$ cat src/rtl/acc_cpu_gen_pkg.sv
// acc_cpu_gen shared definitions: opcodes, FSM states, field widths.
// Optional carry feature is selected with ACC_CPU_CARRY_EN.
package acc_cpu_gen_pkg;

    localparam int OPC_W = 4;

    localparam logic [OPC_W-1:0] OP_NOP = 4'h0;
    localparam logic [OPC_W-1:0] OP_LDA = 4'h1;
    localparam logic [OPC_W-1:0] OP_STA = 4'h2;
    localparam logic [OPC_W-1:0] OP_ADD = 4'h3;
    localparam logic [OPC_W-1:0] OP_SUB = 4'h4;
    localparam logic [OPC_W-1:0] OP_AND = 4'h5;
    localparam logic [OPC_W-1:0] OP_NEG = 4'h6;
    localparam logic [OPC_W-1:0] OP_JMP = 4'h7;
    localparam logic [OPC_W-1:0] OP_JZ  = 4'h8;
    localparam logic [OPC_W-1:0] OP_ADC = 4'h9;
    localparam logic [OPC_W-1:0] OP_JC  = 4'hA;
    localparam logic [OPC_W-1:0] OP_HLT = 4'hF;

    typedef enum logic [2:0] {
        S_IDLE   = 3'd0,
        S_FETCH  = 3'd1,
        S_DECODE = 3'd2,
        S_READ   = 3'd3,
        S_WRITE  = 3'd4,
        S_HALT   = 3'd5
    } state_e;

endpackage

$ cat src/rtl/acc_cpu_gen_if.sv
// Single-port memory bus between acc_cpu_gen (master) and memory (slave).
// Memory reads combinationally; writes commit on clk when write && mem_ready.
interface acc_cpu_gen_if #(
    parameter int DATA_W = 8,
    parameter int ADDR_W = 4
);
    logic              read;
    logic              write;
    logic              mem_ready;
    logic [ADDR_W-1:0] address;
    logic [DATA_W-1:0] memoryIn;
    logic [DATA_W-1:0] memoryOut;

    modport master (
        output read, write, address, memoryIn,
        input  mem_ready, memoryOut
    );

    modport slave (
        input  read, write, address, memoryIn,
        output mem_ready, memoryOut
    );
endinterface

$ cat src/rtl/acc_cpu_gen_alu.sv
// Combinational datapath for LDA/ADD/SUB/AND/NEG and, with
// ACC_CPU_CARRY_EN defined, ADC plus the carry output.
module acc_cpu_gen_alu
    import acc_cpu_gen_pkg::*;
#(
    parameter int DATA_W = 8
) (
    input  logic [OPC_W-1:0]  op_i,
    input  logic [DATA_W-1:0] acc_i,
    input  logic [DATA_W-1:0] opnd_i,
`ifdef ACC_CPU_CARRY_EN
    input  logic              c_i,
    output logic              c_o,
`endif
    output logic [DATA_W-1:0] res_o
);

    localparam logic [DATA_W:0] ONE = {{DATA_W{1'b0}}, 1'b1};

    logic cy;

    always_comb begin
        cy    = 1'b0;
        res_o = acc_i;
        unique case (1'b1)
            (op_i == OP_LDA): res_o = opnd_i;
            (op_i == OP_ADD):
                {cy, res_o} = {1'b0, acc_i} + {1'b0, opnd_i};
            // carry out of acc + ~m + 1 means "no borrow"
            (op_i == OP_SUB):
                {cy, res_o} = {1'b0, acc_i} + {1'b0, ~opnd_i} + ONE;
            (op_i == OP_AND): res_o = acc_i & opnd_i;
            (op_i == OP_NEG): res_o = '0 - opnd_i;
`ifdef ACC_CPU_CARRY_EN
            (op_i == OP_ADC):
                {cy, res_o} = {1'b0, acc_i} + {1'b0, opnd_i}
                            + {{DATA_W{1'b0}}, c_i};
`endif
            default: ;
        endcase
    end

`ifdef ACC_CPU_CARRY_EN
    assign c_o = cy;
`else
    logic unused_cy;
    assign unused_cy = cy;
`endif

endmodule

$ cat src/rtl/acc_cpu_gen.sv
// Multicycle accumulator CPU, parametrised data/address width, wait states.
// Define ACC_CPU_CARRY_EN to add the carry flag with ADC and JC opcodes.
module acc_cpu_gen
    import acc_cpu_gen_pkg::*;
#(
    parameter int DATA_W = 8,
    parameter int ADDR_W = 4
) (
    input  logic              clk,
    input  logic              reset,
    acc_cpu_gen_if.master     bus,
    output logic              halted,
    output logic [DATA_W-1:0] acc_out
);

    if (DATA_W < ADDR_W + OPC_W) begin : g_width_chk
        $fatal(1, "acc_cpu_gen: DATA_W must be >= ADDR_W+4");
    end

    state_e            state_q;
    logic [ADDR_W-1:0] pc_q;
    logic [DATA_W-1:0] acc_q;
    logic [DATA_W-1:0] ir_q;
    logic [DATA_W-1:0] wd_q;

    logic [OPC_W-1:0]  op;
    logic [ADDR_W-1:0] opa;
    logic [DATA_W-1:0] alu_res;

    assign op  = ir_q[DATA_W-1 -: OPC_W];
    assign opa = ir_q[ADDR_W-1:0];

    // middle instruction bits carry no meaning
    logic unused_ir;
    assign unused_ir = ^ir_q;

`ifdef ACC_CPU_CARRY_EN
    logic c_q;
    logic alu_c;

    acc_cpu_gen_alu #(.DATA_W(DATA_W)) u_alu (
        .op_i   (op),
        .acc_i  (acc_q),
        .opnd_i (bus.memoryOut),
        .c_i    (c_q),
        .c_o    (alu_c),
        .res_o  (alu_res)
    );
`else
    acc_cpu_gen_alu #(.DATA_W(DATA_W)) u_alu (
        .op_i   (op),
        .acc_i  (acc_q),
        .opnd_i (bus.memoryOut),
        .res_o  (alu_res)
    );
`endif

    always_comb begin
        bus.read     = 1'b0;
        bus.write    = 1'b0;
        bus.address  = '0;
        bus.memoryIn = '0;
        unique case (state_q)
            S_FETCH: begin
                bus.address = pc_q;
                bus.read    = 1'b1;
            end
            S_READ: begin
                bus.address = opa;
                bus.read    = 1'b1;
            end
            S_WRITE: begin
                bus.address  = opa;
                bus.write    = 1'b1;
                bus.memoryIn = wd_q;
            end
            default: ;
        endcase
    end

    assign halted  = (state_q == S_HALT);
    assign acc_out = acc_q;

    always_ff @(posedge clk) begin
        if (reset) begin
            state_q <= S_IDLE;
            pc_q    <= '0;
            acc_q   <= '0;
            ir_q    <= '0;
            wd_q    <= '0;
`ifdef ACC_CPU_CARRY_EN
            c_q     <= 1'b0;
`endif
        end else begin
            unique case (state_q)
                S_IDLE: state_q <= S_FETCH;
                S_FETCH: begin
                    if (bus.mem_ready) begin
                        ir_q    <= bus.memoryOut;
                        pc_q    <= pc_q + 1'b1;
                        state_q <= S_DECODE;
                    end
                end
                S_DECODE: begin
                    state_q <= S_FETCH;
                    unique case (1'b1)
                        (op == OP_JMP): pc_q <= opa;
                        (op == OP_JZ): begin
                            if (acc_q == '0) pc_q <= opa;
                        end
`ifdef ACC_CPU_CARRY_EN
                        (op == OP_JC): begin
                            if (c_q) pc_q <= opa;
                        end
                        (op == OP_ADC): state_q <= S_READ;
`endif
                        (op == OP_HLT): state_q <= S_HALT;
                        (op == OP_STA): begin
                            wd_q    <= acc_q;
                            state_q <= S_WRITE;
                        end
                        (op == OP_LDA || op == OP_ADD ||
                         op == OP_SUB || op == OP_AND ||
                         op == OP_NEG): state_q <= S_READ;
                        default: ;
                    endcase
                end
                S_READ: begin
                    if (bus.mem_ready) begin
                        if (op == OP_NEG) begin
                            wd_q    <= alu_res;
                            state_q <= S_WRITE;
                        end else begin
                            acc_q   <= alu_res;
`ifdef ACC_CPU_CARRY_EN
                            if (op == OP_ADD || op == OP_SUB ||
                                op == OP_ADC)
                                c_q <= alu_c;
`endif
                            state_q <= S_FETCH;
                        end
                    end
                end
                S_WRITE: begin
                    if (bus.mem_ready) state_q <= S_FETCH;
                end
                S_HALT: state_q <= S_HALT;
                default: state_q <= S_IDLE;
            endcase
        end
    end

endmodule

$ cat src/flat_wrapper.sv
// flat-port wrapper written by rule: the top's interface ports become plain ports
module acc_cpu_gen_flat import acc_cpu_gen_pkg::*;
#(
    parameter int DATA_W = 8,
    parameter int ADDR_W = 4
)
  (clk, reset, halted, acc_out, bus_read, bus_write, bus_address, bus_memoryIn, bus_mem_ready, bus_memoryOut);
  acc_cpu_gen_if #(.DATA_W(DATA_W), .ADDR_W(ADDR_W)) bus_i ();
  input  logic clk;
  input  logic reset;
  output logic halted;
  output logic [DATA_W-1:0] acc_out;
  output wire logic [$bits(bus_i.read)-1:0] bus_read;
  output wire logic [$bits(bus_i.write)-1:0] bus_write;
  output wire logic [$bits(bus_i.address)-1:0] bus_address;
  output wire logic [$bits(bus_i.memoryIn)-1:0] bus_memoryIn;
  input wire logic [$bits(bus_i.mem_ready)-1:0] bus_mem_ready;
  input wire logic [$bits(bus_i.memoryOut)-1:0] bus_memoryOut;
  assign bus_read = bus_i.read;
  assign bus_write = bus_i.write;
  assign bus_address = bus_i.address;
  assign bus_memoryIn = bus_i.memoryIn;
  assign bus_i.mem_ready = bus_mem_ready;
  assign bus_i.memoryOut = bus_memoryOut;
  acc_cpu_gen #(.DATA_W(DATA_W), .ADDR_W(ADDR_W)) u_core (.clk(clk), .reset(reset), .bus(bus_i), .halted(halted), .acc_out(acc_out));
endmodule
$ cat config.mk
export PLATFORM = sky130hd
export DESIGN_NAME = acc_cpu_gen_flat
export DESIGN_NICKNAME = d
export VERILOG_FILES = /design/src/rtl/acc_cpu_gen_pkg.sv /design/src/rtl/acc_cpu_gen_if.sv /design/src/rtl/acc_cpu_gen_alu.sv /design/src/rtl/acc_cpu_gen.sv /design/src/flat_wrapper.sv
export SDC_FILE = /design/constraint.sdc
export NUM_CORES = 1
export LEC_CHECK = 0
export CELL_PAD_IN_SITES_DETAIL_PLACEMENT = 1
export CELL_PAD_IN_SITES_GLOBAL_PLACEMENT = 1
export CORE_ASPECT_RATIO = 1.2
export CORE_MARGIN = 1.5
export CORE_UTILIZATION = 43
export DETAILED_ROUTE_END_ITERATION = 10
export DONT_BUFFER_PORTS = 1
export GPL_ROUTABILITY_DRIVEN = 0
export PLACE_DENSITY = 0.87
export SLEW_MARGIN = 40
export SYNTH_ARGS = -nofsm -noshare
export SYNTH_HDL_FRONTEND = slang
export SYNTH_SLANG_ARGS = --single-unit
export TNS_END_PERCENT = 1
$ cat constraint.sdc
create_clock -name clk -period 2.2 [get_ports clk]
set_input_delay 0.44 -clock clk [delete_from_list [all_inputs] [get_ports clk]]
set_output_delay 0.44 -clock clk [all_outputs]
set_load 0.1 [all_outputs]
## Word-level counts from Yosys, hierarchy flattened

Cells that the tools add are included.

| storage, ports and cells | value |
|---|---|
| logic and storage cells | 68 |
| bits in registers | 31 |
| input bits | 11 |

| operators by class | value |
|---|---|
| eq/ne operators | 21 |
| muxes and demuxes | 19 |
| add/sub/neg operators | 5 |
| bitwise gates (word level) | 3 |
| reduce and logical (&&, ||, !) cells | 15 |

Operator list:

| cell | number |
|---|---|
| one-hot mux 8 bit (5 select lines) | 1 |
| 2-to-1 mux 8 bit | 4 |
| one-hot mux 4 bit (2 select lines) | 3 |
| one-hot mux 3 bit (6 select lines) | 1 |
| adder 8 bit | 2 |
| equality test 4 x 3 -> 1 bit (second input constant) | 4 |
| one-hot mux 8 bit (2 select lines) | 1 |
| 2-to-1 mux 3 bit | 4 |
| one-hot mux 3 bit (3 select lines) | 1 |
| adder 8 x 1 -> 8 bit (second input constant) | 1 |
| bitwise AND 8 bit | 1 |
| equality test 4 x 2 -> 1 bit (second input constant) | 2 |
| equality test 4 bit (second input constant) | 2 |
| zero test 8 bit | 1 |
| 2-to-1 mux 4 bit | 2 |
| NOT 8 bit | 1 |
| AND reduction 4 bit | 2 |
| subtractor 1 x 8 -> 8 bit (first input constant) | 1 |
| equality test 3 x 2 -> 1 bit (second input constant) | 2 |
| equality test 3 bit (second input constant) | 2 |
| != test 2 bit (second input constant) | 3 |
| AND reduction 3 bit | 2 |
| adder 4 x 1 -> 4 bit (second input constant) | 1 |
| equality test 4 x 1 -> 1 bit (second input constant) | 1 |
| 11 further kinds | 18 |

## Longest topological paths before layout

Gate-level depths: netlist of run 1.

| depth | value |
|---|---|
| depth after elaboration | 7 |
| depth in mapped cells | 10 |
| mapped depth without buffers | 10 |

## By module

Synthesis of run 1 repeated with hierarchy kept, for this count alone.

| unflattened totals | value |
|---|---|
| cells, all modules | 368 |
| area total of the unflattened synthesis | 2897.8 um^2 |

By module, submodules not included:

| module | instances | area an instance (um^2) | cells each | seq. area each (um^2) |
|---|---|---|---|---|
| acc_cpu_gen | 1 | 1739.2 | 194 | 620.6 |
| acc_cpu_gen_alu | 1 | 1158.6 | 174 | 0.0 |

## Worst setup path after synthesis of run 1

OpenSTA, ideal clock, no wires.

| timing path | value |
|---|---|
| kind | reg-to-output |
| start | reg u_core.state_q[1] |
| end | out bus_address[1] |
| stages on the path, launching flop included | 5 |
| slack | -1251 ps |
| arrival | 3011 ps |
| required time | 1760 ps |
| cells stage by stage | dfxtp_1 > buf_2 > buf_1 > mux2i_1 > o21ai_0 |

| between the ends | value |
|---|---|
| cells in the longest elaborated chain, start to end | 3 |
| elaborated cells on any way between the ends | 5 |
| those cells by class | 3 x eq/ne; 1 x mux; 1 x reduce/logical |

Ends and longest elaborated chain:

| what | line | source |
|---|---|---|
| start: declaration | acc_cpu_gen.sv:20 | `state_e state_q;` |
| start signal: assignment | acc_cpu_gen.sv:86 | `state_q <= S_IDLE;` |
| start signal: assignment | acc_cpu_gen.sv:96 | `S_IDLE: state_q <= S_FETCH;` |
| start signal: assignment | acc_cpu_gen.sv:101 | `state_q <= S_DECODE;` |
| equality test 3 x 2 -> 1 bit / equality test 3 bit (equally long branches) | acc_cpu_gen.sv:63 | `unique case (state_q)` |
| OR reduction 2 bit (no line) | - |  |
| one-hot mux 4 bit (2 select lines) * | acc_cpu_gen.sv:63 |  |
| end: declaration | flat_wrapper.sv:15 | `output wire logic [$bits(bus_i.address)-1:0] bus_address;` |

Mark *: on every way between the ends. The rest lies on a longest branch, timed or not.

## Worst setup path after layout of run 1

| timing path | value |
|---|---|
| start | reg u_core.acc_q[3], in the netlist u_core.acc_out[3] |
| end | reg u_core.wd_q[6] |

| between the ends | value |
|---|---|
| cells in the longest elaborated chain, start to end | 6 |
| elaborated cells on any way between the ends | 7 |
| those cells by class | 3 x add/sub; 4 x mux |

Ends and longest elaborated chain:

| what | line | source |
|---|---|---|
| start: declaration | acc_cpu_gen.sv:22 | `logic [DATA_W-1:0] acc_q;` |
| start signal: assignment | acc_cpu_gen.sv:134 | `acc_q <= alu_res;` |
| adder 8 bit | acc_cpu_gen_alu.sv:31 | `{cy, res_o} = {1'b0, acc_i} + {1'b0, ~opnd_i} + ONE;` |
| adder 8 x 1 -> 8 bit | acc_cpu_gen_alu.sv:31 |  |
| one-hot mux 8 bit (5 select lines) * | acc_cpu_gen_alu.sv:25 | `unique case (1'b1)` |
| 2-to-1 mux 8 bit * | acc_cpu_gen.sv:130 | `if (op == OP_NEG) begin` |
| 2-to-1 mux 8 bit * | acc_cpu_gen.sv:129 | `if (bus.mem_ready) begin` |
| one-hot mux 8 bit (2 select lines) * | acc_cpu_gen.sv:95 | `unique case (state_q)` |
| end signal: assignment | acc_cpu_gen.sv:119 | `wd_q <= acc_q;` |
| end signal: assignment | acc_cpu_gen.sv:131 | `wd_q <= alu_res;` |
| end: declaration | acc_cpu_gen.sv:24 | `logic [DATA_W-1:0] wd_q;` |

Mark *: on every way between the ends. The rest lies on a longest branch, timed or not. The select of a mux whose other input is x is not followed.
A chain may end at the register's enable or synchronous reset.

==> out/qor.yml, run 1 <==
outcome: "finished, final reports clean"
drive_above_1_share: 0.291
io_buffers: 0
ff_latch_area_um2: 644
critPathLaunch: "u_core.acc_out[3]$_SDFFE_PP0P_"
final_common_cell: "buf_4"
start_kind: "flop"
p_per_area_nw_per_um2: 418
finalHoldViolCount: 0
cts_hold_buf: 0
syn_area_um2: 2950
synth_cells: 380
dp_cells: 506
clock_sinks: 31
endpoint_kind: "flop"
hpwlAfterDp_um: 8450
synth_flop_cell: "dfxtp_1"
viasPerCell: 6.42
ys_types: 74
reg2reg_slack_ns: 0.01
insertion_delay_ns: 0.29
synth_nets: 411
stdcell_count: 515
synth_compound_area_frac: 0.304
cts_tree: "done"
multiInputGateArea_um2: 2190
die_area_um2: 7360
cp-endpoint: "u_core.wd_q[6]$_SDFFE_PP0P_"
ant_nets: 0
drt_iter0_markers: 225
yosys.area_share.simple: 0.279
cp_data_required_time_ns: 2.36
rsz0062_at_grt: "yes"
cts.root.buffer_cell: "clkbuf_8"
cts_buffers: 5
start_util: 0.452
synth.yosys.seq_area_share: 0.211
synthXorXnorAreaFrac: 0.0238
maxCapViolCount: 0
antenna_cells: 0
wl_um: 11500
tightest_slew_ns: 0.699
clk_path_buf_depth: 2
yosysWarnings: 0
synth_top_family_by_area: "compound AO/OA/AOI/OAI gates"
synth_edf_count: 0
fp.dieH_um: 93.7
hold_path_class: "in -> reg"
nets: 460
power.total_uw: 1580
cts.clk_slew.worst_paths_ns: 0.07
synthArstFlopShare: 0
reg2reg_from: "u_core.acc_out[3]$_SDFFE_PP0P_"
synth.area.mux_share: 0.0204
arrival_ns: 2.34
fin_skew_ns: 0.00763
cts.htree.levels: 2
drt_first_pass_iters: 5
grt_overflow: 0
core_area_um2: 6530
antenna_found_initial: 0
post-route-period-util: 0.993
reg2reg_depth: 7
critPathKind: "reg -> reg"
irDropWorstVdd_mv: 0.218
p_leak_uw: 0.00149
min_period_ns: 2.19
maxSlewViolCount: 0
fmax_mhz: 458
synthAdderAreaFrac: 0.0900
setup_viol: 0
remaining_drc_errors: 0
vias: 3307
r2r-end: "u_core.wd_q[6]$_SDFFE_PP0P_"
grt_pass1_wl_um: 18500
syn2layout_area_growth_pct: 28.4
grt_use_total: 0.323
routedWlPerCell_um: 22.4
grt_max_degree: 33
crit_path_max_fanout: 4
most-common-layout-cells: "52 x buf_4, 40 x nand2_1, 35 x a21oi_1, 28 x nor2_1, 22 x o21ai_0"
nFillCells: 791
ys_seq_elements: 31
io_pins: 34
postSynthAreaPerCell_um2: 7.76
dieWidth_um: 78.6
rows: 32
grt_pass1_vias: 3565
relSlewSlack: 0.534
-- area by class of cell --
class / count / share of cell area
multi-input cells: 305 / 0.579
repair buffers: 65 / 0.172
flip-flops and latches: 31 / 0.170
well taps: 85 / 0.0281
inverters: 21 / 0.0221
clock buffers: 5 / 0.0182
clock inverters: 3 / 0.0102
-- cells by family (layout without fill, tap and decap cells) --
family                   count (synthesis)  in the layout
multiplexers                             6              6
AND/OR/NAND/NOR                        147            147
flip-flops                              31             31
buffers and inverters                   44             94
AO/OA/AOI/OAI                          124            124
adder cells (fa/ha/maj)                 20             20
XOR/XNOR                                 8              8
-- metrics by stage --
stage | TNS, ns | area, um2 | setup slack, ns | hold WS, ns | util
after detailed placement | -0.397 | 3610 | -0.108 | 0.459 | 0.553
final | 0 | 3780 | 0.0147 | 0.204 | 0.580
after global placement | -0.0130 | 3610 | -0.0130 | 0.430 | 0.553
after floorplan | -1.27 | 2990 | -0.116 | 0.427 | -
after global routing | -0.0500 | 3780 | -0.0171 | 0.198 | 0.580
after CTS | 0 | 3730 | 0.00391 | 0.202 | 0.572
-- timing repair --
action	CTS	global route
setup endpoints to repair	14	11
cloned	0	0
pin swaps	0	3
setup buffers	0	1
hold endpoints to repair	0	0
resized for setup	4	10
-- report_power, final --
part | internal [uW] | switching [uW]
logic | 153 | 249
clock network | 332 | 244
registers | 573 | 29.4
-- worst min path at each step --
stage	startpoint	to	slack (ns)	cells past startpoint
2_1_floorplan	u_core.wd_q[2]$_SDFFE_PP0P_	u_core.wd_q[2]$_SDFFE_PP0P_	0.43	2
3_3_place_gp	u_core.wd_q[2]$_SDFFE_PP0P_	u_core.wd_q[2]$_SDFFE_PP0P_	0.43	2
3_5_place_dp	u_core.wd_q[2]$_SDFFE_PP0P_	u_core.wd_q[2]$_SDFFE_PP0P_	0.46	2
4_1_cts	reset	u_core.state_q[0]$_SDFFE_PP0P_	0.20	1
5_1_grt	reset	u_core.acc_out[4]$_SDFFE_PP0P_	0.20	1
6_report	reset	u_core.state_q[0]$_SDFFE_PP0P_	0.20	1
-- sequential cells by signal, indices dropped and copies added (netlist names) --
signal and count:
u_core.acc_out 8, u_core.ir_q 8, u_core.wd_q 8, u_core.pc_q 4, u_core.state_q 3
-- per-layer routing --
layer / track usage / vias up / share of wire
li1: - / 1483 / -
met1: 0.357 / 1626 / 0.38
met2: 0.561 / 147 / 0.50
met3: 0.0524 / 51 / 0.058
met4: 0.222 / 0 / 0.061
met5: 0 / - / 0
-- cell usage after synthesis, drive strengths merged, types with 4 or more instances --
| cell | count | share of area |
|---|---|---|
| nand2b | 8 | 0.025 |
| nor3 | 15 | 0.031 |
| buf | 17 | 0.036 |
| clkbuf | 6 | 0.0076 |
| a31oi | 4 | 0.014 |
| xnor2 | 8 | 0.024 |
| and3 | 4 | 0.0085 |
| a2111oi | 4 | 0.022 |
| dfxtp | 31 | 0.21 |
| ha | 18 | 0.076 |
| o21bai | 4 | 0.011 |
| nand3b | 4 | 0.010 |
| inv | 20 | 0.025 |
| a221o | 4 | 0.014 |
| a21oi | 36 | 0.061 |
| o221ai | 4 | 0.016 |
| o21ai | 27 | 0.050 |
| nor4 | 7 | 0.017 |
| nand2 | 41 | 0.055 |
| nand3 | 8 | 0.014 |
| and2 | 11 | 0.023 |
| a211oi | 6 | 0.015 |
| nor2 | 31 | 0.040 |
| mux2i | 6 | 0.020 |
-- worst max-delay path, cell delays in order, from the launching register on --
cell and delay (ns):
dfxtp_2 0.36, ha_1 0.33, buf_4 0.17, or3_1 0.31, o22ai_1 0.29, nor4_2 0.09, a311oi_2 0.33, a41oi_1 0.17
Note: power is estimated with default switching activity, not from simulation.
==> inputs of run 2 (changes only) <==
--- a/config.mk
+++ b/config.mk
@@ -13,8 +13,9 @@
 export DETAILED_ROUTE_END_ITERATION = 10
 export DONT_BUFFER_PORTS = 1
 export GPL_ROUTABILITY_DRIVEN = 0
+export MAX_ROUTING_LAYER = met4
 export PLACE_DENSITY = 0.87
-export SLEW_MARGIN = 40
+export SLEW_MARGIN = 10
 export SYNTH_ARGS = -nofsm -noshare
 export SYNTH_HDL_FRONTEND = slang
 export SYNTH_SLANG_ARGS = --single-unit
==> run 2 against run 1 <==
Net effect: flip-flop and latch count stayed put; combinational power about the same; clock power about the same; worst hold slack lost 0.0030 ns; register-to-register slack improved by 0.04 ns; count of clock-buffer cells in the layout unchanged; via count up 0.60%; total power increased by 0.22%; critical path type unchanged; largest cell class unchanged; largest power group unchanged.
==> out/qor.yml, run 2 (synthesis gave the netlist of run 1 again) <==
crit_path_max_fanout: 2
cp_data_required_time_ns: 2.34
relSlewSlack: 0.559
cts_buffers: 5
syn2layout_area_growth_pct: 28.8
p_per_area_nw_per_um2: 417
grt_use_total: 0.331
drive_above_1_share: 0.295
setup_viol: 0
wl_um: 11600
pre_cts_ws_ns: -0.108
cts.root.buffer_cell: "clkbuf_8"
tns_ns: 0
top_layer: "met4"
core_area_um2: 6530
cts_tree: "done"
cts.htree.levels: 2
p_sw_frac: 0.332
critPathKind: "reg -> reg"
routedWlPerCell_um: 22.6
vias: 3327
rows: 32
io_pins: 34
wl_met2_um: 5740
grt_overflow: 0
finalWorstSetupSlack_ns: 0.0541
tightest_slew_ns: 0.661
seqPwrFrac: 0.381
maxCapViolCount: 0
grt_pass1_wl_um: 18500
antenna_found_initial: 0
drt_first_pass_iters: 5
start_util: 0.452
pwr-share-clk: 0.365
grt_pass1_vias: 3556
antenna_cells: 0
drt_iter0_markers: 224
cts_hold_buf: 0
clk_path_buf_depth: 2
post-route-period-util: 0.975
stdcell_count: 515
cts.clk_slew.worst_paths_ns: 0.08
nFillCells: 789
p_comb_frac: 0.254
fin_skew_ns: 0.00708
dp_cells: 506
final_util: 0.582
irDropWorstVdd_mv: 0.217
clock_sinks: 31
p_int_uw: 1060
endpoint_kind: "flop"
viasPerCell: 6.46
min_period_ns: 2.15
final_common_cell: "buf_4"
ant_nets: 0
die_area_um2: 7360
dieWidth_um: 78.6
insertion_delay_ns: 0.29
finalHoldViolCount: 0
most-common-layout-cells: "52 x buf_4, 40 x nand2_1, 35 x a21oi_1, 28 x nor2_1, 22 x o21ai_0"
p_switching_uw: 525
start_kind: "flop"
hold_path_class: "in -> reg"
io_buffers: 0
p_leak_uw: 0.00150
maxSlewViolCount: 0
fp.dieH_um: 93.7
nets: 460
remaining_drc_errors: 0
arrival_ns: 2.29
fmax_mhz: 466
outcome: "finished, final reports clean"
drt-met1-wl_um: 4350
rsz0062_at_grt: "yes"
grt_max_degree: 33
hpwlAfterDp_um: 8450
routed-wl-met3_um: 794
## run 2: cell type report
| cell class | instances | area, um2 | share of cell area |
|---|---|---|---|
| tap | 85 | 106 | 0.0280 |
| multi-input combinational | 305 | 2200 | 0.581 |
| clock buffer | 5 | 68.8 | 0.0181 |
| clock inverter | 3 | 38.8 | 0.0102 |
| timing repair buffer | 65 | 651 | 0.171 |
| sequential | 31 | 644 | 0.170 |
| inverter | 21 | 83.8 | 0.0221 |
## run 2: what timing repair did
item                       in CTS  in global routing
gates cloned                    0                  0
setup endpoints to repair      14                 11
hold endpoints to repair        0                  0
pin swaps                       0                  4
resized for setup               4                 12
setup buffers                   0                  1
## run 2: path summary, 6_finish.rpt
check                            startpoint                             end  slack [ns]  cells after the start
max          u_core.acc_out[1]$_SDFFE_PP0P_  u_core.acc_out[5]$_SDFFE_PP0P_        0.05                      7
max reg2reg  u_core.acc_out[1]$_SDFFE_PP0P_  u_core.acc_out[5]$_SDFFE_PP0P_        0.05                      7
min reg2reg     u_core.wd_q[2]$_SDFFE_PP0P_     u_core.wd_q[2]$_SDFFE_PP0P_        0.47                      2
min                                   reset  u_core.state_q[0]$_SDFFE_PP0P_        0.20                      1
## run 2: metrics by stage
step	total power (uW)	hold WS (ns)	area, um2
floorplan	875	0.427	2990
global placement	970	0.430	3610
detailed placement	990	0.459	3610
CTS	1570	0.202	3730
global route	1640	0.199	3800
finish	1580	0.201	3800
## run 2: metal layers
layer,up-vias,GRT usage
met5,-,-
met4,0,0.217
met3,62,0.0515
met2,173,0.562
met1,1606,0.358
li1,1486,-
## run 2: power groups by stage
| stage | combinational (uW) | sequential [uW] | clock [uW] |
|---|---|---|---|
| 2_1_floorplan | 268 | 606 | 0 |
| 3_3_place_gp | 359 | 611 | 0 |
| 3_5_place_dp | 377 | 613 | 0 |
| 4_1_cts | 386 | 601 | 579 |
| 5_1_grt | 429 | 605 | 606 |
| 6_report | 403 | 603 | 578 |
## run 2: worst max-delay path, cell delays in order, from the launching register on
cell and delay, ns:
dfxtp_4 0.34, ha_1 0.28, nand2b_4 0.16, a2111oi_4 0.42, nor2_1 0.11, a221o_1 0.32
a221oi_2 0.25, a211oi_1 0.12
==> edit (flow settings as in run 2) <==
The 6 states of `state_e` get a Gray code encoding in 3 bits.
--- a/src/rtl/acc_cpu_gen_pkg.sv
+++ b/src/rtl/acc_cpu_gen_pkg.sv
@@ -18,12 +18,12 @@
     localparam logic [OPC_W-1:0] OP_HLT = 4'hF;
 
     typedef enum logic [2:0] {
-        S_IDLE   = 3'd0,
-        S_FETCH  = 3'd1,
-        S_DECODE = 3'd2,
-        S_READ   = 3'd3,
-        S_WRITE  = 3'd4,
-        S_HALT   = 3'd5
+        S_IDLE   = 3'b000,
+        S_FETCH  = 3'b001,
+        S_DECODE = 3'b011,
+        S_READ   = 3'b010,
+        S_WRITE  = 3'b110,
+        S_HALT   = 3'b111
     } state_e;
 
 endpackage
Check against the original RTL: no difference found for any inputs over 10 cycles, from zero or initial values and one cycle with reset high; not proved beyond that.
==> edit against run 2 <==
- largest cell class unchanged
- wire length increased by 3.0%
- clock power increased by 4.0%
- sequential cell count unchanged
- first-iteration DRC count increased by 31%
- critical endpoint is now u_core.acc_out[6]
- the flow now finishes with violations (setup timing)
- power increased by 0.63%
- via count increased by 0.60%
- cell count decreased by 1.2%
- combinational power decreased by 3%
- setup slack got worse by 0.14 ns
- final area decreased by 2.3%
- area after synthesis decreased by 5.6%
- critical path type unchanged
- count of clock-buffer cells in the layout increased by 1
==> edit: results (changes against run 2) <==
status: "finished with violations"
violations: "setup timing"
dp.cells: 500  # -1.2%
synth_top_cells_by_count: "nand2_1, dfxtp_1, nor2_1, a21oi_1, o21ai_0"
syn-num-nets: 407  # -0.97%
r2r-start: "u_core.acc_out[0]"
avgSynthCellArea_sq_um: 7.397  # -4.6%
multi_input_area_share_pct: 55.74  # -2.3 points
grt_pass1_vias: 3553  # -0.084%
tightest_slew_ns: 0.4657  # -0.1957 ns
insertion_delay_ns: 0.29  # about the same
dr_wl_met3_um: 723  # -8.9%
power_switching_mw: 0.5034  # -4.2%
ir_worst_vdd_mv: 0.2646  # +22%
setup_violations: 6  # +6
yosysSeqAreaShare_pct: 22.31  # +1.3 points
route.layer.met1.wl_um: 4723  # +8.6%
antenna_cells: 0  # unchanged
buffers_excl_clock: 70  # +7.7%
first_iter_violations: 293  # +31%
cts_root_buffer: "clkbuf_8"
hold_path_end: "u_core.acc_out[4]"
grt_pass1_wl_um: 18740  # +1.4%
dp_hpwl_um: 8396  # -0.64%
drive_above_1_share_pct: 27.63  # -1.9 points
synthTopCellsByArea: "dfxtp_1, ha_1, nand2_1, a21oi_1, nor2_1"
cp_slowest_cell: "or4_4"
worstPathArrival_ns: 2.49  # +0.20 ns
yosysWarnings: 0  # unchanged
holdWs_ns: 0.2045  # +0.003081 ns
nNonClkInverters: 22  # +4.8%
crit_path_max_incr_delay_ns: 0.43
p_leak_nw: 1.525  # +1.6%
buf_share_pct: 18.89  # +1.8 points
fillers: 751  # -4.8%
clk_path_buf_depth: 2  # unchanged
place_ws_ns: -0.3048  # -0.1964 ns
routed_wl_um: 11960  # +3.0%
ys_types: 65  # -12%
timing.rr.end: "u_core.acc_out[6]"
met1_usage_pct: 39.45  # +3.7 points
wl_met2_um: 5750  # +0.16%
met2_usage_pct: 57.81  # +1.6 points
drt_pre_antenna_iters: 6  # +1
multi_input_cells: 296  # -3.0%
layout.nets: 457  # -0.65%
seq_share_pct: 17.14  # +0.17 points
post_cts_resize_count: 13  # +9
setup_ws_ns: -0.08984  # -0.1439 ns
r2r_cells: 10  # +3
met3_usage_pct: 5.226  # +0.080 points
via_per_inst: 6.576  # +1.8%
crit_family: "simple AND/OR/NAND/NOR gates"
global_route.usage.total_pct: 35.06  # +1.9 points
clkbuf_count: 6  # +1
final_cell_count_no_fill: 509  # -1.2%
[edit: cell types whose count changed after synthesis, sizes merged, moves of 6 or more]
cell,run 2,this run
buf,17,11
nor3,15,9
and3,4,12
a21oi,36,27
and2,11,1
nand2,41,48
clkbuf,6,16
[edit: power by group through the flow]
stage | Sequential [mW] | Combinational, mW | Clock [mW]
final | 0.602 | 0.390 | 0.601
after global routing | 0.604 | 0.413 | 0.629
after CTS | 0.599 | 0.370 | 0.605
after detailed placement | 0.612 | 0.353 | 0
after global placement | 0.609 | 0.331 | 0
after floorplan | 0.609 | 0.238 | 0
[edit: worst max path at each step]
stage / endpoint / slack [ns] / from
after global routing: u_core.acc_out[6] / -0.14 / u_core.acc_out[0]
after detailed placement: u_core.acc_out[6] / -0.30 / bus_memoryOut[0]
after CTS: u_core.acc_out[6] / -0.11 / u_core.acc_out[0]
final: u_core.acc_out[6] / -0.09 / u_core.acc_out[0]
after floorplan: u_core.acc_out[6] / -0.28 / u_core.acc_out[4]
after global placement: u_core.acc_out[6] / -0.22 / bus_memoryOut[0]
[edit: logic make-up (layout without fill, tap and decap cells)]
group / after synthesis / in the layout / share of synthesized area (%)
buffers and inverters: 49 / 100 / 7.287
adders and majority gates: 20 / 20 / 9.537
xor gates and xnor gates: 9 / 9 / 2.834
muxes: 5 / 5 / 1.799
AOI/OAI and AO/OA: 113 / 113 / 28.25
DFF: 31 / 31 / 22.31
and+or+nand+nor: 149 / 149 / 27.98
[edit: through the flow]
step           cell area [sq um]  setup TNS (ns)  total power, mW
2_1_floorplan               2795         -0.8135           0.8466
4_1_cts                     3645         -0.3732            1.573
3_3_place_gp                3471         -0.6920           0.9397
3_5_place_dp                3471          -1.332           0.9648
5_1_grt                     3709         -0.7406            1.646
6_report                    3709         -0.2947            1.594
